===== config.mk =====
export PLATFORM = sky130hd
export DESIGN_NAME = timer_counter
export DESIGN_NICKNAME = d
export VERILOG_FILES = /design/src/rtl/timer_counter_pkg.sv /design/src/rtl/timer_counter.sv
export SDC_FILE = /design/constraint.sdc
export NUM_CORES = 1
export LEC_CHECK = 0
export BUFFER_PORTS_ARGS = -buffer_cell sky130_fd_sc_hd__buf_2
export CELL_PAD_IN_SITES_DETAIL_PLACEMENT = 2
export CELL_PAD_IN_SITES_GLOBAL_PLACEMENT = 2
export CORE_ASPECT_RATIO = 1.4
export CORE_MARGIN = 2
export CORE_UTILIZATION = 30
export CTS_CLUSTER_DIAMETER = 200
export DETAILED_ROUTE_END_ITERATION = 10
export GPL_ROUTABILITY_DRIVEN = 0
export HOLD_SLACK_MARGIN = 0.03
export PLACE_DENSITY = 0.77
export RECOVER_POWER = 100
export SLEW_MARGIN = 30
export SYNTH_ARGS = -nofsm -noshare
export SYNTH_HDL_FRONTEND = slang
export SYNTH_SLANG_ARGS = --single-unit

===== constraint.sdc =====
create_clock -name clk -period 3.95 [get_ports clk]
set_clock_uncertainty 0.2 [all_clocks]
set_input_delay 0.395 -clock clk [delete_from_list [all_inputs] [get_ports clk]]
set_output_delay 0.395 -clock clk [all_outputs]
set_load 0.005 [all_outputs]

===== src/rtl/timer_counter_pkg.sv =====
// Shared definitions for timer_counter: FSM encodings, register word offsets,
// CTRL field layout and MODE codes.
package timer_counter_pkg;

  localparam logic [1:0] ST_IDLE = 2'd0;
  localparam logic [1:0] ST_LOAD = 2'd1;
  localparam logic [1:0] ST_CNT  = 2'd2;
  localparam logic [1:0] ST_INT  = 2'd3;

  // Word offsets, decoded from addr[3:2]
  localparam logic [1:0] OFS_CTRL   = 2'd0;
  localparam logic [1:0] OFS_PRESET = 2'd1;
  localparam logic [1:0] OFS_COUNT  = 2'd2;
  localparam logic [1:0] OFS_RSVD   = 2'd3;

  localparam int CTRL_EN_BIT   = 0;
  localparam int CTRL_MODE_LSB = 1;
  localparam int CTRL_MODE_MSB = 2;
  localparam int CTRL_IM_BIT   = 3;

  localparam logic [1:0] MODE_ONESHOT = 2'b00;
  localparam logic [1:0] MODE_RELOAD  = 2'b01;

  // Stored CTRL bits; packed so the layout matches the bus word bits[3:0]
  typedef struct packed {
    logic       im;
    logic [1:0] mode;
    logic       en;
  } ctrl_t;

  function automatic logic [31:0] ctrl_word(input ctrl_t c);
    return {28'd0, c};
  endfunction

endpackage


===== src/rtl/timer_counter.sv =====
// Memory-mapped 32-bit down-counter with one-shot / auto-reload modes and a
// maskable, registered interrupt request.
module timer_counter
  import timer_counter_pkg::*;
(
  input  logic        clk,
  input  logic        reset,
  input  logic [31:0] addr,
  input  logic        we,
  input  logic [31:0] wdata,
  output logic [31:0] rdata,
  output logic        irq
);

  ctrl_t       ctrl, ctrl_n;
  logic [31:0] preset, preset_n;
  logic [31:0] count, count_n;
  logic [1:0]  state, state_n;
  logic        pend, pend_n;

  logic [1:0]  sel;
  logic        cfg_write;
  logic        unused_addr_bits;

  assign sel              = addr[3:2];
  assign unused_addr_bits = ^{addr[31:4], addr[1:0]};
  // Only CTRL and PRESET writes touch state; COUNT and reserved writes are dropped
  assign cfg_write        = we && (sel == OFS_CTRL || sel == OFS_PRESET);

  always_comb begin
    // NOTE: every output of this block gets a default first, so no path can infer a latch.
    ctrl_n   = ctrl;
    preset_n = preset;
    count_n  = count;
    state_n  = state;
    pend_n   = pend;

    if (cfg_write) begin
      // Bus write wins over whatever the FSM would have done on this edge.
      if (sel == OFS_CTRL) begin
        ctrl_n.en   = wdata[CTRL_EN_BIT];
        ctrl_n.mode = wdata[CTRL_MODE_MSB:CTRL_MODE_LSB];
        ctrl_n.im   = wdata[CTRL_IM_BIT];
      end else begin
        preset_n = wdata;
      end
      state_n = ST_IDLE;
      pend_n  = 1'b0;
    end else begin
      case (state)
        ST_IDLE: begin
          if (ctrl.en) state_n = ST_LOAD;
        end
        ST_LOAD: begin
          count_n = preset;
          state_n = ST_CNT;
        end
        ST_CNT: begin
          if (!ctrl.en) begin
            state_n = ST_IDLE;
          end else if (count > 32'd1) begin
            count_n = count - 32'd1;
          end else begin
            count_n = 32'd0;
            pend_n  = 1'b1;
            state_n = ST_INT;
          end
        end
        ST_INT: begin
          state_n = ST_IDLE;
          // Reserved modes 10/11 fall through to one-shot behaviour.
          if (ctrl.mode == MODE_RELOAD) pend_n = 1'b0;
          else                          ctrl_n.en = 1'b0;
        end
        default: state_n = ST_IDLE;
      endcase
    end
  end

  always_ff @(posedge clk) begin
    // NOTE: state registers use non-blocking assignment so every flop samples pre-edge values.
    if (reset) begin
      ctrl   <= '{im: 1'b0, mode: MODE_ONESHOT, en: 1'b0};
      preset <= 32'd0;
      count  <= 32'd0;
      state  <= ST_IDLE;
      pend   <= 1'b0;
      irq    <= 1'b0;
    end else begin
      ctrl   <= ctrl_n;
      preset <= preset_n;
      count  <= count_n;
      state  <= state_n;
      pend   <= pend_n;
      // Registered from next-state values so irq tracks pend without extra lag
      irq    <= pend_n & ctrl_n.im;
    end
  end

  always_comb begin
    rdata = 32'd0;
    case (sel)
      OFS_CTRL:   rdata = ctrl_word(ctrl);
      OFS_PRESET: rdata = preset;
      OFS_COUNT:  rdata = count;
      OFS_RSVD:   rdata = 32'd0;
      default:    rdata = 32'd0;
    endcase
  end

endmodule


==> results_dict.tcl, run 1 <==
set metrics [dict create \
    status "complete, but fails checks" \
    violations "max-capacitance violations, max-slew violations" \
    hold_viol 0 \
    maxCapViolCount 1 \
    cp_top_family "simple AND/OR/NAND/NOR gates" \
    cts_buffers 9 \
    max_slew_margin -0.00621 \
    cts_setup_buffers 0 \
    crit_type "flip-flop to flip-flop" \
    hpwl_mm 10.6 \
    gr-total-overflow 0 \
    p_leak_nw 1.78 \
    clockBufferDepth 2 \
    worstPathBufferInverterCount 0 \
    dr.pass1.iters 4 \
    rr_startpoint "count[12]" \
    core_area_um2 13400 \
    worstPathRequired_ps 4020 \
    grt_max_degree 44 \
    clkSlewWorstSetupHoldPaths_ps 60 \
    p_int_w 0.00143 \
    hold_end "preset[27]" \
    switching_share 0.352 \
    wirelength_mm 15.7 \
    grt_pass1_vias 4977 \
    p_switching_w 0.000772 \
    final.setup.tns_ps 0 \
    synthArstFlopShare 0 \
    antenna_left 0 \
    cts.sinks 72 \
    drtIter0Drc 131 \
    fmax_ghz 0.301 \
    reg2reg_slack_ps 630 \
    maxSlewViolCount 29 \
    die-area_um2 14700 \
    yosysSeqAreaShare 0.350 \
    setup_ws_ps 632 \
    comb_power_share 0.272 \
    die_h_um 143 \
    tightestPinTransition_ps 1510 \
    slowest_delay_ps 910 \
    whs_path_depth 3 \
    antenna_cells 0 \
    p_total_w 0.00220 \
    regToRegEndpoint "state[1]" \
    startpoint_type "flip-flop" \
    p_per_area_nw_per_um2 456 \
    antenna_found_initial 0 \
    netlist-cell-type-count 55 \
    rows 50 \
    drive_above_1_share 0.138 \
    final_cells 768 \
    dominantRegCellSynth "dfxtp_1" \
    pwr-share-seq 0.360 \
    ios 100 \
    crit_chain "or4_1, or4_1, o41ai_2, nand4_1, a31oi_1" \
    cts_root_buf "clkbuf_16" \
    max-vdd-ir-drop_v 0.000234 \
    nNetsFinal 654 \
    synth_edf_count 0 \
    ys_warn_count 0 \
    portBuffers 69 \
    slowest_stage "o41ai_2" \
    syn-cell-area_um2 4120 \
    synth_seq_cells 72 \
    dpl.cell_count 752 \
    groute.usage.overall 0.226 \
    synthesis.nets 609 \
    path_max_fanout 9 \
    hp-start "wdata[27]" \
    grt_setup_unrepaired "false" \
    dp_slack_ps 1060 \
    fin_crit_sh 0.840 \
    period_needed_ps 3320 \
    start_util 0.308 \
    syn_inst 536 \
    cts_tree "built" \
    worstPathArrival_ps 3390 \
    die_w_um 103 \
    ctsHoldBuffers 0 \
    hold_class "primary input to flip-flop" \
    clkPwrFrac 0.368 \
    crit_top_cell "or4_1" \
    critPathCaptureType "flip-flop" \
    grt_pass1_wl_mm 25.9 \
    insertion_delay_ps 340 \
    vias 4461 \
    drc 0 \
    finalSetupViolCount 0 \
    syn_area_per_cell_um2 7.69 \
    postPlaceCellArea_um2 4600 \
    routed_via_density 5.81 \
    cts_max_level 3 \
    rr_worst_depth 5 \
    wl_per_cell_um 20.5 \
    fin_area_um2 4810 \
    cts_resized 0 \
    area_delta_synth_final_pct 16.9 \
]
flip-flops by register name (all words and copies together), names as in the netlist:
signal,flops
count,32
preset,32
ctrl,4
state,2
irq,1
pend,1
cell families (layout without fill, tap and decap cells):
group,count (synthesis),in the layout,share of synthesized area
DFF,72,72,0.350
AOI/OAI and AO/OA,174,174,0.285
buffers and inverters,63,113,0.0632
and+or+nand+nor,215,215,0.269
adders and majority gates,6,6,0.0182
muxes,6,6,0.0149
cells in the final DEF, fill, tap and decap left out, types with 3 or more instances in the layout:
cell,instances
buf_4,11
nor3_1,8
o21a_1,5
a22o_1,29
inv_1,14
nand3_1,19
dfxtp_1,72
o211ai_1,5
or3_1,5
nand4_1,15
clkbuf_16,9
o32ai_1,5
a22oi_1,3
and3_1,10
mux2i_1,5
a211oi_1,4
nor2b_1,4
o21ai_0,22
o311ai_0,3
nor2_1,19
a32oi_1,4
buf_2,44
a21oi_1,53
nand2b_1,4
ha_1,6
a311oi_1,3
nand2_1,86
nor4_1,16
or4_1,9
clkbuf_1,31
clkinv_2,3
a31oi_1,24
or2_2,5
power by group through the flow:
stage,clock [W],combinational [W],sequential [W]
floorplan,0,0.000411,0.000793
global placement,0,0.000578,0.000805
detailed placement,0,0.000602,0.000808
CTS,0.000822,0.000612,0.000792
global route,0.000852,0.000659,0.000798
finish,0.000808,0.000597,0.000792
cell usage after synthesis, types with 3 or more instances:
cell type,count,area (µm²)
o211ai_1,5,37.5
ha_1,6,75.1
o21a_1,5,37.5
and3_1,11,68.8
or3_1,5,31.3
nand3_1,19,95.1
a22o_1,29,254
mux2i_1,5,50.1
a31oi_1,24,150
a32oi_1,4,35.0
nor2b_1,6,37.5
a21oi_1,53,265
or4_1,8,60.1
a22oi_1,3,22.5
o21ai_0,21,105
a211oi_1,4,30.0
a311oi_1,3,26.3
nor4_1,15,93.8
dfxtp_1,72,1440
or2_2,5,31.3
and2_1,3,18.8
nand4_1,15,93.8
clkbuf_1,43,161
nor3_1,8,40.0
nor2_1,19,71.3
o32ai_1,5,43.8
nand2_1,86,323
nand2b_1,4,25.0
inv_1,14,52.6
buf_6,3,33.8
worst min-delay path, cell delays in order:
cell and delay [ps]:
buf_2 90, nand2_1 40, a21oi_1 50
final cells by class:
| type | count | area, µm² |
|---|---|---|
| multi-input combinational | 401 | 2400 |
| clock buffer | 12 | 236 |
| timing repair buffer | 83 | 408 |
| inverter | 14 | 52.6 |
| fill | 1632 | 8570 |
| clock inverter | 4 | 45.0 |
| sequential | 72 | 1440 |
| tap | 182 | 228 |
per-stage QoR:
stage / utilization / hold slack, ps
CTS: 0.364 / 82.5
detailed placement: 0.343 / 265
floorplan: - / 244
finish: 0.360 / 85.8
global route: 0.360 / 95.4
global placement: 0.343 / 255
worst max path at each step:
stage,from,cells after the start,to
after floorplan,count[4],8,count[22]
after global placement,count[4],5,count[16]
after detailed placement,count[12],5,count[8]
after CTS,count[4],5,state[1]
after global routing,count[12],5,state[1]
final,count[12],5,state[1]
per-layer routing:
| metal | up-vias | global-route usage | wire, µm |
|---|---|---|---|
| li1 | 2089 | - | - |
| met1 | 2274 | 0.252 | 6450 |
| met2 | 76 | 0.425 | 8570 |
| met3 | 22 | 0.0303 | 380 |
| met4 | 0 | 0.0845 | 329 |
| met5 | - | 0 | 0 |
Note: power is estimated with default switching activity, not from simulation.
==> inputs of run 2 (changes only) <==
Clock period 3.95 ns to 3.1 ns, I/O delays scaled along.
==> run 2 against run 1 <==
Net effect: the flow still finishes with violations (max-capacitance violations, max-slew violations); worst hold slack lost 47 ps; worst setup slack lost 410 ps; design area grew 8.9%; routed wire length grew 5.8%; sequential cell count is the same; critical endpoint is now count[4]; highest routed layer unchanged.
==> results_dict.tcl, run 2 (synthesized netlist as in run 1, its figures left out) <==
set metrics [dict create \
    violations "max-capacitance violations, max-slew violations" \
    maxCapViolCount 1 \
    period_needed_ps 2880 \
    die-area_um2 14700 \
    dpl.cell_count 769 \
    max_slew_margin -0.119 \
    portBuffers 69 \
    cts_buffers 9 \
    critPathCaptureType "flip-flop" \
    clockBufferDepth 2 \
    cts.sinks 72 \
    rows 50 \
    cts_setup_buffers 0 \
    tightestPinTransition_ps 1680 \
    antenna_found_initial 0 \
    fin_crit_sh 0.928 \
    p_per_area_nw_per_um2 549 \
    final_cells 813 \
    worstPathRequired_ps 3110 \
    p_leak_nw 2.00 \
    crit_type "flip-flop to flip-flop" \
    gr-total-overflow 0 \
    cts_max_level 3 \
    drc 0 \
    cts_tree "built" \
    groute.usage.overall 0.235 \
    startpoint_type "flip-flop" \
    wirelength_mm 16.6 \
    insertion_delay_ps 340 \
    area_delta_synth_final_pct 27.2 \
    drtIter0Drc 178 \
    die_w_um 103 \
    wl_per_cell_um 20.5 \
    grt_setup_unrepaired "false" \
    start_util 0.308 \
    grt_max_degree 36 \
    drive_above_1_share 0.158 \
    hpwl_mm 11.3 \
    final_cell_mix "86 x nand2_1, 72 x dfxtp_1, 53 x a21oi_1" \
    hold_viol 0 \
    fmax_ghz 0.348 \
    clkSlewWorstSetupHoldPaths_ps 60 \
    reg.largest.list "count (32), preset (32), ctrl (4)" \
    ios 100 \
    ctsHoldBuffers 28 \
    maxSlewViolCount 33 \
    antenna_left 0 \
    grt_pass1_vias 5077 \
    vias 4661 \
    cts_root_buf "clkbuf_16" \
    die_h_um 143 \
    routed_via_density 5.73 \
    cts_resized 0 \
    core_area_um2 13400 \
    nNetsFinal 699 \
    grt_pass1_wl_mm 27.1 \
    final.setup.tns_ps 0 \
    max-vdd-ir-drop_v 0.000251 \
    path_max_fanout 9 \
    antenna_cells 0 \
    worstPathArrival_ps 2890 \
    dr.pass1.iters 4 \
    hold_class "primary input to flip-flop" \
    status "complete, but fails checks" \
    finalSetupViolCount 0 \
    layout_commonest_cell "nand2_1" \
]
-- run 2: final timing paths --
path / start / to / slack [ps] / cells after the start
worst min register to register: preset[29] / preset[29] / 270 / 2
worst max register to register: count[4] / count[4] / 220 / 6
worst min-delay path: wdata[0] / preset[0] / 40 / 3
worst max-delay path: count[4] / count[4] / 220 / 6
-- run 2: metal layers --
| layer | GRT usage | routed length [µm] |
|---|---|---|
| met5 | 0 | 0 |
| met2 | 0.427 | 8710 |
| met3 | 0.0269 | 522 |
| met4 | 0.101 | 542 |
| met1 | 0.273 | 6870 |
-- run 2: critical path, stage by stage (launching register included) --
cell      delay (ps)
dfxtp_1          380
or4_4            640
or4_4            590
o41ai_2          410
clkbuf_1         290
o21a_1           170
o32ai_1           70
-- run 2: where the power goes --
part / internal, W / total (W) / switching (W)
clock network: 0.000604 / 0.00101 / 0.000409
registers: 0.000963 / 0.00101 / 0.0000467
logic: 0.000307 / 0.000856 / 0.000549
-- run 2: per-stage QoR --
step                      utilization  power [W]  setup slack (ps)  hold slack, ps  area (µm²)
after floorplan                     -    0.00153               366             244        4120
after global placement          0.355    0.00182               362             256        4750
after detailed placement        0.355    0.00185               297             271        4750
after CTS                       0.397    0.00291               283            31.9        5310
after global routing            0.392    0.00302              99.6            35.9        5240
final                           0.392    0.00288               222            38.8        5240
-- run 2: layout make-up --
class | count | area (µm²)
Fill cell | 1581 | 8150
Multi-Input combinational cell | 401 | 2410
Sequential cell | 72 | 1440
Timing Repair Buffer | 128 | 826
Clock buffer | 13 | 270
Tap cell | 182 | 228
Inverter | 14 | 52.6
Clock inverter | 3 | 15.0
